### src/rtl/fifo_tx_sched_pkg.sv
// rtl/fifo_tx_sched_pkg.sv - state encoding and default timing constants for fifo_tx_sched
package fifo_tx_sched_pkg;

  typedef enum logic [2:0] {
    ST_IDLE      = 3'd0,
    ST_SEND      = 3'd1,
    ST_WAIT_BUSY = 3'd2,
    ST_WAIT_DONE = 3'd3,
    ST_GAP       = 3'd4
  } state_t;

  localparam int DEF_BUSY_TIMEOUT = 16;
  localparam int DEF_GAP_CYCLES   = 2;

  function automatic int max_int(input int a, input int b);
    return (a > b) ? a : b;
  endfunction

endpackage

### src/rtl/fifo_tx_sched.sv
// rtl/fifo_tx_sched.sv - pops bytes from a FIFO and hands them one at a time to a serializer
// Optional macro FIFO_TX_SCHED_CNT_EN adds the sent_cnt completed-byte counter.
module fifo_tx_sched
  import fifo_tx_sched_pkg::*;
#(
  parameter int DATA_WIDTH   = 8,
  parameter int GAP_CYCLES   = DEF_GAP_CYCLES,
  parameter int BUSY_TIMEOUT = DEF_BUSY_TIMEOUT
) (
  input  logic                  CLK,
  input  logic                  RST,
  input  logic                  enable,
  input  logic                  empty,
  input  logic [DATA_WIDTH-1:0] R_data,
  output logic                  R_inc,
  input  logic                  tx_busy,
  output logic [DATA_WIDTH-1:0] tx_data,
  output logic                  tx_valid,
  output logic                  timeout_err
`ifdef FIFO_TX_SCHED_CNT_EN
  ,
  output logic [15:0]           sent_cnt
`endif
);

  // One down-counter serves both the busy timeout and the inter-byte gap.
  localparam int GAP_W = $clog2(GAP_CYCLES + 1);
  localparam int TO_W  = $clog2(BUSY_TIMEOUT + 1);
  localparam int CNT_W = max_int(max_int(GAP_W, TO_W), 1);
  localparam logic [CNT_W-1:0] TO_LOAD  = CNT_W'((BUSY_TIMEOUT > 0) ? BUSY_TIMEOUT - 1 : 0);
  localparam logic [CNT_W-1:0] GAP_LOAD = CNT_W'((GAP_CYCLES > 0) ? GAP_CYCLES - 1 : 0);

  state_t           state, state_n;
  logic [CNT_W-1:0] cnt, cnt_n;
  logic             pop;
  logic             err_set;

  always_comb begin
    state_n = state;
    cnt_n   = cnt;
    pop     = 1'b0;
    err_set = 1'b0;
    case (state)
      ST_IDLE: begin
        if (enable && !empty && !tx_busy) begin
          pop     = 1'b1;
          state_n = ST_SEND;
        end
      end
      ST_SEND: begin
        state_n = ST_WAIT_BUSY;
        cnt_n   = TO_LOAD;
      end
      ST_WAIT_BUSY: begin
        if (tx_busy) begin
          state_n = ST_WAIT_DONE;
          cnt_n   = '0;
        end else if (cnt == '0) begin
          // The byte is dropped; it has already left the FIFO.
          err_set = 1'b1;
          state_n = ST_IDLE;
        end else begin
          cnt_n = cnt - CNT_W'(1);
        end
      end
      ST_WAIT_DONE: begin
        if (!tx_busy) begin
          if (GAP_CYCLES > 0) begin
            state_n = ST_GAP;
            cnt_n   = GAP_LOAD;
          end else begin
            state_n = ST_IDLE;
          end
        end
      end
      ST_GAP: begin
        if (cnt == '0) state_n = ST_IDLE;
        else           cnt_n   = cnt - CNT_W'(1);
      end
      default: state_n = ST_IDLE;
    endcase
  end

  assign R_inc    = pop & ~RST;
  assign tx_valid = (state == ST_SEND);

  always_ff @(posedge CLK) begin
    if (RST) begin
      state       <= ST_IDLE;
      cnt         <= '0;
      tx_data     <= '0;
      timeout_err <= 1'b0;
    end else begin
      state <= state_n;
      cnt   <= cnt_n;
      if (pop)     tx_data     <= R_data;
      if (err_set) timeout_err <= 1'b1;
    end
  end

`ifdef FIFO_TX_SCHED_CNT_EN
  logic done;
  assign done = (state == ST_WAIT_DONE) && !tx_busy;

  always_ff @(posedge CLK) begin
    if (RST)       sent_cnt <= '0;
    else if (done) sent_cnt <= sent_cnt + 16'd1;
  end
`endif

endmodule

### config.mk
export PLATFORM = sky130hd
export DESIGN_NAME = fifo_tx_sched
export DESIGN_NICKNAME = d
export VERILOG_FILES = /design/src/rtl/fifo_tx_sched_pkg.sv /design/src/rtl/fifo_tx_sched.sv
export SDC_FILE = /design/constraint.sdc
export NUM_CORES = 1
export LEC_CHECK = 0
export BUFFER_PORTS_ARGS = -buffer_cell sky130_fd_sc_hd__buf_2
export CAP_MARGIN = 20
export CORE_MARGIN = 2
export CORE_UTILIZATION = 45
export CTS_CLUSTER_SIZE = 28
export DETAILED_ROUTE_END_ITERATION = 10
export GPL_ROUTABILITY_DRIVEN = 0
export PLACE_DENSITY_LB_ADDON = 0.3
export SYNTH_ARGS = -nofsm -noshare
export SYNTH_HDL_FRONTEND = slang
export SYNTH_SLANG_ARGS = --single-unit
### constraint.sdc
create_clock -name CLK -period 1.6 [get_ports CLK]
set_input_delay 0.48 -clock CLK [delete_from_list [all_inputs] [get_ports CLK]]
set_output_delay 0.48 -clock CLK [all_outputs]
set_load 0.01 [all_outputs]
Word-level counts from Yosys, hierarchy flattened
Cells that the tools add are included. Widths: inputs -> output; s select.

Bits of input ports: 13. Output and inout port bits: 11. Register bits: 17. Word-level logic and storage cells: 36.

$add $sub $neg: 1. Mux-type cells: 14. Reductions and logical operators: 9. Bitwise logic cells: 2. Equality and inequality tests: 6.

Operators with widths (number): $pmux 5 s4 (1); $mux 5 (3); $pmux 3 s5 (1); $mux 3 (4); $eq 3x2->1 const B (2); $logic_not 5->1 (1); $mux 1 (5); $sub 5x1->5 const B (1); $ne 2x2->1 const B (2); $reduce_and 2->1 (2); $reduce_bool 4->1 (1); $eq 3x1->1 const B (1); $eq 3x3->1 const B (1); $logic_not 3->1 (1); $logic_and 1x1->1 (2); $logic_not 1->1 (2); $and 1x1->1 (1); $not 1->1 (1).

Logic depth before layout (Yosys ltp)
Depth after elaboration: 6. Mapped depth: 6. Depth with buffers taken out: 6.

Worst setup path after synthesis
Ideal clock, no wire load.

Path type: input to output. From: input RST. To: output R_inc. Path buffers: 2. Path slack: -39 ps. Cell stages on the path: 3. Arrival time: 1159 ps. Required time: 1120 ps. Cells stage by stage: clkbuf_1 > clkbuf_1 > nor2_1.

Word-level cells in the longest chain between the ends: 2.

Ends and longest elaborated chain: start, declared (line fifo_tx_sched.sv:11) `input logic RST,`; $not 1->1 (line fifo_tx_sched.sv:84) `assign R_inc = pop & ~RST;`; $and 1x1->1 (line fifo_tx_sched.sv:84); end, declared (line fifo_tx_sched.sv:15) `output logic R_inc,`.

Every way passes these cells.

Worst setup path after layout
From: register state[1]. To: output R_inc.

Word-level cells in the longest chain between the ends: 3.

Ends and longest elaborated chain: start, declared (line fifo_tx_sched.sv:33) `state_t state, state_n;`; start signal, assigned (line fifo_tx_sched.sv:94) `state <= state_n;`; $logic_not 3->1 (line fifo_tx_sched.sv:43) `case (state)`; $mux 1 (line fifo_tx_sched.sv:43); $and 1x1->1 (line fifo_tx_sched.sv:84).

Every way passes these cells.

==> impl_metrics.csv <==
group,metric,value,unit
critical_path,cp-start-kind,"flop",
cts,htree_levels,1,
final_layout,syn2layout_area_growth,34.3,%
final_layout,antenna_cells,0,
synth,ys_warn_count,0,
routing,num_vias,785,
sta,worstMarginPinSlew,0.305,ns
critical_path,cp_max_fo,4,
routing,dr.pass1.iters,4,
job,drv_cap,0,
power_and_ir_drop,p_total,0.899,mW
global_route,antenna_found_initial,0,
sta,whs,0.419,ns
routing,routed_wl,1950,um
routing,postRouteAntennaNets,0,
cts,cts_buffer_depth,2,
final_layout,final_area,1120,um^2
critical_path,required,1.12,ns
sta,tns,-0.0274,ns
cts,numCtsBuffers,3,
power_and_ir_drop,p_leak,0.554,nW
cts,cts_root_buf,"clkbuf_4",
critical_path,arrival,1.15,ns
synth,netlist.area_leader.share,40.8,%
routing,detail_route.wl_per_cell,12.5,um
floorplanning,row_count,15,
global_route,grt_start_max_net_pins,18,
synth,synth_cells,94,
synth,syn-mean-instance-area,8.88,um^2
global_route,grt_pass1_wl,3170,um
final_layout,fill_cells,157,
global_route,gr-max-usage-layer,"met2",
placement,dp_cells,146,
final_layout,final_cells,156,
outcome,status,"finished with violations",
sta,rsz0062_at_grt,"yes",
synth,syn_nets,108,
routing,drt_iter0_drc,19,
placement,dp_hpwl,1350,um
sta,setup_ws,-0.0274,ns
synth,netlist_area,835,um^2
sta,min_period,1.63,ns
cts,cts_tree,"built",
final_layout,finalNetCount,146,
sta,slew_headroom,79.6,%
min_path,hold_class,"in2reg",
critical_path,worstSetupPathType,"reg2out",
routing,drc,0,
sta,fin_crit_sh,102,%
final_layout,final_core_util,64.9,%
routing,drt-vias-per-instance,5.03,
sta,skew,0.00309,ns
global_route,met3_usage,2.31,%
power_and_ir_drop,ir_drop,0.000693,V
cts,clock_sinks,17,
synth,yosys_most_used_dff,"dfxtp_1",
synth,async_flop_share,0,%
sta,fmax,614,MHz
final_layout,layout-drive-gt1-share,41.2,%
floorplanning,die_area,2220,um^2
synth,synth_edf_count,0,
placement,port_buffers,23,
synth,synth_top_area_cell,"dfxtp_1",
final_layout,final_common_cell,"buf_2",
cts,path_clk_slew,0.10,ns
global_route,first_global_vias,763,
global_route,grtUsageTotal,20.1,%
critical_path,critPathCaptureType,"primary output",
floorplanning,initial_core_util,48.3,%
power_and_ir_drop,power.density,802,nW/um^2
synth,yosysSeqAreaShare,40.8,%
placement,place_area,1020,um^2
floorplanning,fp.dieW,47.1,um
synth,synth_cell_types,34,
sta,hold_violations,0,
sta,slew_viol_final,0,
sta,finalSetupViolCount,1,
final_layout,mostFrequentLayoutCells,"buf_2, nor2_1, dfxtp_1, buf_4, mux2i_1",
cts,clk_latency,0.29,ns
floorplanning,die_h,47.1,um
global_route,grt_use_met2,32.3,%
global_route,gr-usage-met1,27.0,%
placement,place_ws,0.0431,ns
synth,synthTopCellsByArea,"dfxtp_1, mux2i_1, nor2_1, xor2_1, nand2_1",
synth,ys_ff_latch,17,
cts,ctsHoldBuffers,0,
global_route,grt_overflow,0,
outcome,violations,"setup timing",
floorplanning,io_pins,24,
floorplanning,coreArea,1730,um^2
==> worst max-delay path: stages, from the launching register on <==
cell and delay [ns]:
dfxtp_4 0.38, nor2_4 0.08, nand4b_1 0.13, nor2_1 0.13
buf_2 0.14
==> layer usage <==
metal	share of wire, %	wire, um	vias up
met5	0	0	-
met4	0.51	10	0
met3	3.8	74	2
met2	50	965	20
met1	46	898	356
li1	-	-	407
==> area by class of cell <==
| type | instances | area [um^2] | share of cell area [%] |
|---|---|---|---|
| clock buffers | 3 | 22.5 | 2.01 |
| clock inverters | 1 | 5.00 | 0.446 |
| inverters | 4 | 15.0 | 1.34 |
| multi-input cells | 68 | 474 | 42.3 |
| flip-flops and latches | 17 | 345 | 30.8 |
| well taps | 25 | 31.3 | 2.79 |
| repair buffers | 38 | 228 | 20.3 |
==> path summary, 6_finish.rpt <==
check	slack [ns]	cells past startpoint	startpoint	end
max	-0.03	4	state[1]$_SDFFE_PP0P_	R_inc
min	0.42	3	R_data[7]	tx_data[7]$_SDFFE_PP0P_
max reg2reg	0.09	6	state[1]$_SDFFE_PP0P_	cnt[0]$_SDFFE_PP0P_
min reg2reg	0.50	2	cnt[4]$_SDFFE_PP0P_	cnt[4]$_SDFFE_PP0P_
==> sequential cells by signal, indices dropped and copies added, names as in the netlist <==
signal and flops:
state 3, timeout_err 1, tx_data 8, cnt 5
==> logic make-up after synthesis <==
logic type               Yosys count  share of synthesized area, %
AO/OA/AOI/OAI                     18                          15.4
XOR/XNOR                           3                          3.15
adder cells (fa/ha/maj)            1                          1.50
buffers and inverters              9                          4.80
flip-flops                        17                          40.8
multiplexers                       8                          9.60
AND/OR/NAND/NOR                   38                          24.7
==> power by group <==
| group | total, mW | internal, mW | leakage (nW) | switching, mW |
|---|---|---|---|---|
| clock | 0.229 | 0.0929 | 0.0177 | 0.136 |
| combinational | 0.211 | 0.106 | 0.397 | 0.105 |
| sequential | 0.459 | 0.441 | 0.139 | 0.0179 |
==> cells in the mapped netlist, types with 2 or more instances <==
library cell and n:
nor2_1 17, a31oi_1 3, a21oi_1 3, buf_2 2
mux2i_1 8, o21ai_0 3, inv_1 4, clkbuf_1 2
xor2_1 3, dfxtp_1 17, a211oi_1 2, nand2_1 6
nor3_1 3
==> what timing repair did <==
item / 4_1_cts / 5_1_grt
endpoints found under the setup margin: 2 / 9
gates resized for setup: 4 / 5
setup buffers: 6 / 0
pin swaps: 2 / 3
(Power assumes the default switching activity.)
